===== config.mk =====
export PLATFORM = sky130hd
export DESIGN_NAME = toggle_period_meter_flat
export DESIGN_NICKNAME = d
export VERILOG_FILES = /design/src/rtl/toggle_period_meter_if.sv /design/src/rtl/toggle_period_meter.sv /design/src/flat_wrapper.sv
export SDC_FILE = /design/constraint.sdc
export NUM_CORES = 1
export LEC_CHECK = 0
export ABC_AREA = 1
export BUFFER_PORTS_ARGS = -buffer_cell sky130_fd_sc_hd__buf_2
export CAP_MARGIN = 20
export CORE_MARGIN = 1
export CORE_UTILIZATION = 54
export CTS_CLUSTER_DIAMETER = 80
export CTS_CLUSTER_SIZE = 24
export DETAILED_ROUTE_END_ITERATION = 6
export MAX_ROUTING_LAYER = met4
export PLACE_DENSITY_LB_ADDON = 0.3
export SLEW_MARGIN = 30
export SYNTH_ARGS = -nofsm -noshare
export SYNTH_HDL_FRONTEND = slang
export SYNTH_SLANG_ARGS = --single-unit

===== constraint.sdc =====
create_clock -name sys_clk -period 2.1 [get_ports sys_clk]
set_clock_uncertainty 0.05 [all_clocks]
set_input_delay 0.105 -clock sys_clk [delete_from_list [all_inputs] [get_ports sys_clk]]
set_output_delay 0.105 -clock sys_clk [all_outputs]
set_load 0.005 [all_outputs]

===== src/rtl/toggle_period_meter_if.sv =====
// Signal bundle between a toggling source and the toggle_period_meter.
// The source drives sig_in; the meter returns its measurement and status flags.
interface toggle_period_meter_if #(
  parameter int CNT_W = 26
) ();
  logic             sig_in;
  logic [CNT_W-1:0] half_period;
  logic             period_vld;
  logic             locked;
  logic             stalled;

  modport master (
    output sig_in,
    input  half_period,
    input  period_vld,
    input  locked,
    input  stalled
  );

  modport slave (
    input  sig_in,
    output half_period,
    output period_vld,
    output locked,
    output stalled
  );
endinterface


===== src/rtl/toggle_period_meter.sv =====
// Measures edge-to-edge intervals of an asynchronous square wave in sys_clk cycles,
// and reports lock against an expected half-period plus a stall flag when edges stop.
module toggle_period_meter #(
  parameter int               CNT_W       = 26,
  parameter logic [CNT_W-1:0] EXP_HALF    = 26'd25_000_000,
  parameter logic [CNT_W-1:0] TOL         = 26'd1000,
  parameter int               LOCK_N      = 4,
  parameter logic [CNT_W-1:0] TIMEOUT_MAX = 26'd49_999_999
) (
  input  logic                  sys_clk,
  input  logic                  sys_rst,
  toggle_period_meter_if.slave  bus
);

  typedef enum logic [1:0] {
    IDLE    = 2'd0,
    MEASURE = 2'd1,
    STALL   = 2'd2
  } state_t;

  // Match window bounds are one bit wider so EXP_HALF+TOL cannot wrap.
  localparam logic [CNT_W:0] HI_BOUND = {1'b0, EXP_HALF} + {1'b0, TOL};
  localparam logic [CNT_W:0] LO_BOUND = (TOL > EXP_HALF) ? {(CNT_W+1){1'b0}}
                                                         : ({1'b0, EXP_HALF} - {1'b0, TOL});
  localparam logic [3:0]     LOCK_TGT = 4'(LOCK_N);

  state_t           state_r;
  logic             sync1_r;
  logic             sync2_r;
  logic             hist_r;
  logic [CNT_W-1:0] cnt_r;
  logic [3:0]       match_cnt_r;
  logic [CNT_W-1:0] half_period_r;
  logic             period_vld_r;
  logic             locked_r;
  logic             stalled_r;

  logic             edge_det_s;
  logic [CNT_W:0]   cnt_inc_s;
  logic             match_s;
  logic [3:0]       match_next_s;
  logic             lock_next_s;

  // Edge detect, interval-plus-one, and the lock bookkeeping for a measuring edge.
  always_comb begin
    edge_det_s   = sync2_r ^ hist_r;
    cnt_inc_s    = {1'b0, cnt_r} + {{CNT_W{1'b0}}, 1'b1};
    match_s      = (cnt_inc_s >= LO_BOUND) && (cnt_inc_s <= HI_BOUND);
    match_next_s = 4'd0;
    lock_next_s  = 1'b0;
    if (match_s) begin
      if (match_cnt_r >= LOCK_TGT) begin
        match_next_s = LOCK_TGT;
      end else begin
        match_next_s = match_cnt_r + 4'd1;
      end
      lock_next_s = (match_next_s == LOCK_TGT);
    end else begin
      match_next_s = 4'd0;
      lock_next_s  = 1'b0;
    end
  end

  // Synchronizer, measurement FSM and all registered outputs.
  always_ff @(posedge sys_clk or posedge sys_rst) begin
    if (sys_rst) begin
      state_r       <= IDLE;
      sync1_r       <= 1'b0;
      sync2_r       <= 1'b0;
      hist_r        <= 1'b0;
      cnt_r         <= {CNT_W{1'b0}};
      match_cnt_r   <= 4'd0;
      half_period_r <= {CNT_W{1'b0}};
      period_vld_r  <= 1'b0;
      locked_r      <= 1'b0;
      stalled_r     <= 1'b0;
    end else begin
      sync1_r      <= bus.sig_in;
      sync2_r      <= sync1_r;
      hist_r       <= sync2_r;
      period_vld_r <= 1'b0;
      case (state_r)
        IDLE: begin
          if (edge_det_s) begin
            state_r <= MEASURE;
            cnt_r   <= {CNT_W{1'b0}};
          end else begin
            cnt_r   <= {CNT_W{1'b0}};
          end
        end
        MEASURE: begin
          // An edge on the timeout cycle still counts as a valid measurement.
          if (edge_det_s) begin
            half_period_r <= cnt_inc_s[CNT_W-1:0];
            period_vld_r  <= 1'b1;
            cnt_r         <= {CNT_W{1'b0}};
            match_cnt_r   <= match_next_s;
            locked_r      <= lock_next_s;
          end else if (cnt_r == TIMEOUT_MAX) begin
            state_r     <= STALL;
            stalled_r   <= 1'b1;
            locked_r    <= 1'b0;
            match_cnt_r <= 4'd0;
          end else begin
            cnt_r <= cnt_inc_s[CNT_W-1:0];
          end
        end
        STALL: begin
          // Interval across a stall is unknown, so restart without reporting.
          if (edge_det_s) begin
            state_r   <= MEASURE;
            stalled_r <= 1'b0;
            cnt_r     <= {CNT_W{1'b0}};
          end else begin
            cnt_r     <= cnt_r;
          end
        end
        default: begin
          state_r     <= IDLE;
          cnt_r       <= {CNT_W{1'b0}};
          match_cnt_r <= 4'd0;
          locked_r    <= 1'b0;
          stalled_r   <= 1'b0;
        end
      endcase
    end
  end

  assign bus.half_period = half_period_r;
  assign bus.period_vld  = period_vld_r;
  assign bus.locked      = locked_r;
  assign bus.stalled     = stalled_r;

endmodule


===== src/flat_wrapper.sv =====
// flat-port wrapper written by rule: the top's interface ports become plain ports
module toggle_period_meter_flat 
#(
  parameter int               CNT_W       = 26,
  parameter logic [CNT_W-1:0] EXP_HALF    = 26'd25_000_000,
  parameter logic [CNT_W-1:0] TOL         = 26'd1000,
  parameter int               LOCK_N      = 4,
  parameter logic [CNT_W-1:0] TIMEOUT_MAX = 26'd49_999_999
)
  (sys_clk, sys_rst, bus_sig_in, bus_half_period, bus_period_vld, bus_locked, bus_stalled);
  toggle_period_meter_if #(.CNT_W(CNT_W)) bus_i ();
  input  logic sys_clk;
  input  logic sys_rst;
  input wire logic [$bits(bus_i.sig_in)-1:0] bus_sig_in;
  output wire logic [$bits(bus_i.half_period)-1:0] bus_half_period;
  output wire logic [$bits(bus_i.period_vld)-1:0] bus_period_vld;
  output wire logic [$bits(bus_i.locked)-1:0] bus_locked;
  output wire logic [$bits(bus_i.stalled)-1:0] bus_stalled;
  assign bus_i.sig_in = bus_sig_in;
  assign bus_half_period = bus_i.half_period;
  assign bus_period_vld = bus_i.period_vld;
  assign bus_locked = bus_i.locked;
  assign bus_stalled = bus_i.stalled;
  toggle_period_meter #(.CNT_W(CNT_W), .EXP_HALF(EXP_HALF), .TOL(TOL), .LOCK_N(LOCK_N), .TIMEOUT_MAX(TIMEOUT_MAX)) u_core (.sys_clk(sys_clk), .sys_rst(sys_rst), .bus(bus_i));
endmodule

==> flow_metrics.env <==
export IMPL_synth_nets=469
export IMPL_max_cap_violations=0
export IMPL_globalplace_congestion=0.9452
export IMPL_leakagePower_uw=0.002164
export IMPL_root_buffer="clkbuf_8"
export IMPL_diodes=0
export IMPL_overflow=0
export IMPL_io_pins=32
export IMPL_slowest_delay_ns=0.46
export IMPL_endpoint_kind="register"
export IMPL_status="finished, violations left"
export IMPL_place_hpwl_um=6325
export IMPL_core_um2=6314
export IMPL_crit_chain="buf_4, nor4_1, nand4_1, nand2_2, o2111a_1, nand2_2, nand2_4, clkbuf_16, nand2_2, o21ai_1"
export IMPL_vdd_ir_drop_max_mv=0.6827
export IMPL_drt_first_pass_iters=5
export IMPL_final_common_cell="nand2_1"
export IMPL_clock_latency_ns=0.35
export IMPL_synth_edff_count=0
export IMPL_numCtsBuffers=9
export IMPL_initial_core_util=0.5559
export IMPL_ys_warn_count=0
export IMPL_port_buffers=31
export IMPL_vias_per_cell=5.395
export IMPL_cp_max_fo=7
export IMPL_synth_top_area_cell="dfrtp_1"
export IMPL_drive_above_1_share=0.3383
export IMPL_synthToLayoutAreaGrowth_pct=28.52
export IMPL_maxSlewViolCount=0
export IMPL_crit_slowest_cell="dfrtp_2"
export IMPL_drt_wirelength_per_cell_um=15.09
export IMPL_fill_cells=509
export IMPL_ant_nets=0
export IMPL_rsz0062_at_grt="yes"
export IMPL_setup_viol=15
export IMPL_clock_fmax_mhz=470.2
export IMPL_finalPower_uw=3648
export IMPL_critical_path_class="reg2reg"
export IMPL_htree_levels=3
export IMPL_cts_max_path_buffers=2
export IMPL_drcViolationCount=0
export IMPL_worstPathRequired_ns=2.32
export IMPL_grt_start_max_net_pins=41
export IMPL_synth_top_area_frac=0.4563
export IMPL_via_count=3334
export IMPL_grt_usage=0.2910
export IMPL_slew_headroom=0.6303
export IMPL_synth_ff_type="dfrtp_1"
export IMPL_ys_types=31
export IMPL_drtIter0Drc=146
export IMPL_synthArstFlopShare=1.000
export IMPL_start_kind="register"
export IMPL_clk_pin_slew_worst_paths_ns=0.07
export IMPL_violations="negative setup slack"
export IMPL_power_density_nw_per_um2=808.8
export IMPL_ys_ff_latch=64
export IMPL_synth_area_leaders="dfrtp_1 46%, nand2_1 16%, o21ai_0 7.8%"
export IMPL_synth_area_per_cell_um2=7.580
export IMPL_postSynthCellCount=463
export IMPL_synth_area_um2=3510
export IMPL_timing_final_crit_share=1.013
export IMPL_cts_tree="built"
export IMPL_final_nets=543
export IMPL_setup_slack_ns=-0.02663
export IMPL_die_w_um=82.62
export IMPL_antenna_found_initial=0
export IMPL_seq_area_frac_synth=0.4563
export IMPL_fp_dieArea_um2=6826
export IMPL_grt_pass1_vias=2978
export IMPL_period_needed_ns=2.127
export IMPL_grt_pass1_wl_um=14150
export IMPL_final_cell_mix="122 x nand2_1, 55 x dfrtp_1, 42 x inv_1, 36 x nor2_1, 36 x nand2_2"
export IMPL_worstPathArrival_ns=2.35
export IMPL_path_common_cell="nand2_2"
export IMPL_wl_um=9324
export IMPL_setup_tns_ns=-0.1803
export IMPL_hold_viol=0
export IMPL_clkSinkCount=64
export IMPL_die_h_um=82.62
export IMPL_rows=29
export IMPL_hold_class="in2async"
export IMPL_tightest_slew_ns=0.5538
-- through the flow --
step,hold WS (ns),instances,area [µm²],setup WS (ns),util
after detailed placement,0.1422,587,3949,-0.02093,0.6254
after global routing,0.3314,618,4511,-0.1869,0.7144
final,0.2945,618,4511,-0.02663,0.7144
after CTS,0.2998,606,4243,0.002508,0.6720
after global placement,0.1243,587,3949,-0.02423,0.6254
after floorplan,0.08643,463,3510,0.03438,-
-- logic make-up (layout without fill, tap and decap cells) --
family / Yosys count / count (layout) / synth area share
DFF: 64 / 64 / 0.4563
AOI/OAI and AO/OA: 67 / 67 / 0.1020
xor gates and xnor gates: 11 / 11 / 0.02745
adders and majority gates: 3 / 3 / 0.01070
and+or+nand+nor: 257 / 257 / 0.3362
buffers and inverters: 61 / 139 / 0.06738
-- sequential cells by signal, indices dropped and copies added, names as in the netlist --
name / flops
u_core.cnt_r: 26
u_core.bus.stalled: 1
u_core.bus.half_period: 26
u_core.sync1_r: 1
u_core.hist_r: 1
u_core.state_r: 2
u_core.bus.period_vld: 1
u_core.sync2_r: 1
u_core.match_cnt_r: 4
u_core.bus.locked: 1
-- routing by layer --
metal,track usage,part of all wire,routed length [µm]
met2,0.4554,0.47,4367
met4,0.1259,0.033,305
met1,0.3733,0.45,4152
met3,0.04725,0.054,499
met5,-,0,0
-- worst paths after layout --
| check | startpoint | endpoint | slack, ns | depth (start not counted) |
|---|---|---|---|---|
| worst max-delay path | u_core.cnt_r[8]$_DFFE_PP0P_ | u_core.cnt_r[19]$_DFFE_PP0P_ | -0.03 | 10 |
| worst min-delay path | sys_rst | u_core.cnt_r[10]$_DFFE_PP0P_ | 0.29 | 3 |
| worst max register to register | u_core.cnt_r[8]$_DFFE_PP0P_ | u_core.cnt_r[19]$_DFFE_PP0P_ | -0.03 | 10 |
| worst min register to register | u_core.sync1_r$_DFF_PP0_ | u_core.sync2_r$_DFF_PP0_ | 0.30 | 0 |
| max in group asynchronous | sys_rst | u_core.cnt_r[20]$_DFFE_PP0P_ | 1.08 | 4 |
| min in group sys_clk | u_core.sync1_r$_DFF_PP0_ | u_core.sync2_r$_DFF_PP0_ | 0.30 | 0 |
-- cell usage after synthesis, types with 2 or more instances --
cell / n
nand2_1: 146
dfrtp_1: 64
o21ai_0: 55
inv_1: 45
nor2_1: 43
nand3_1: 18
nand2_2: 15
xor2_1: 9
clkbuf_1: 8
nor2_2: 8
nor2_4: 8
inv_2: 5
nand4_1: 5
nor3_1: 4
ha_1: 3
o21ai_1: 3
o21bai_1: 3
a21oi_1: 2
buf_4: 2
nand2_4: 2
nand3_2: 2
nor4_1: 2
o21ai_2: 2
xnor2_1: 2
-- report_power, final --
group	switching (µW)	total, µW	internal, µW
clock	474	1200	725
combinational	666	1080	419
sequential	48.3	1360	1320
total	1190	3650	2460
-- timing repair --
item | CTS | global route
setup buffers | 2 | 9
setup endpoints to repair | 4 | 30
gates cloned | 0 | 3
hold buffers | 2 | 0
pin swaps | 4 | 10
hold endpoints to repair | 25 | 0
gates resized for setup | 13 | 71
-- layout make-up --
cell class	instances	area (µm²)	area share
sequential	64	1613	0.3576
timing repair buffer	73	555.5	0.1232
clock buffer	12	155.1	0.03440
multi-input combinational	338	1831	0.4058
tap	77	96.34	0.02136
inverter	51	195.2	0.04327
clock inverter	3	65.06	0.01442
-- worst max-delay path, delay by kind of cell, from the launching register on --
| kind | cells | cell delay (ns) |
|---|---|---|
| flip-flops | 1 | 0.46 |
| buffers and inverters | 2 | 0.35 |
| AND/OR/NAND/NOR | 6 | 0.89 |
| AO/OA/AOI/OAI | 2 | 0.29 |
Note: power is estimated with default switching activity, not from simulation.
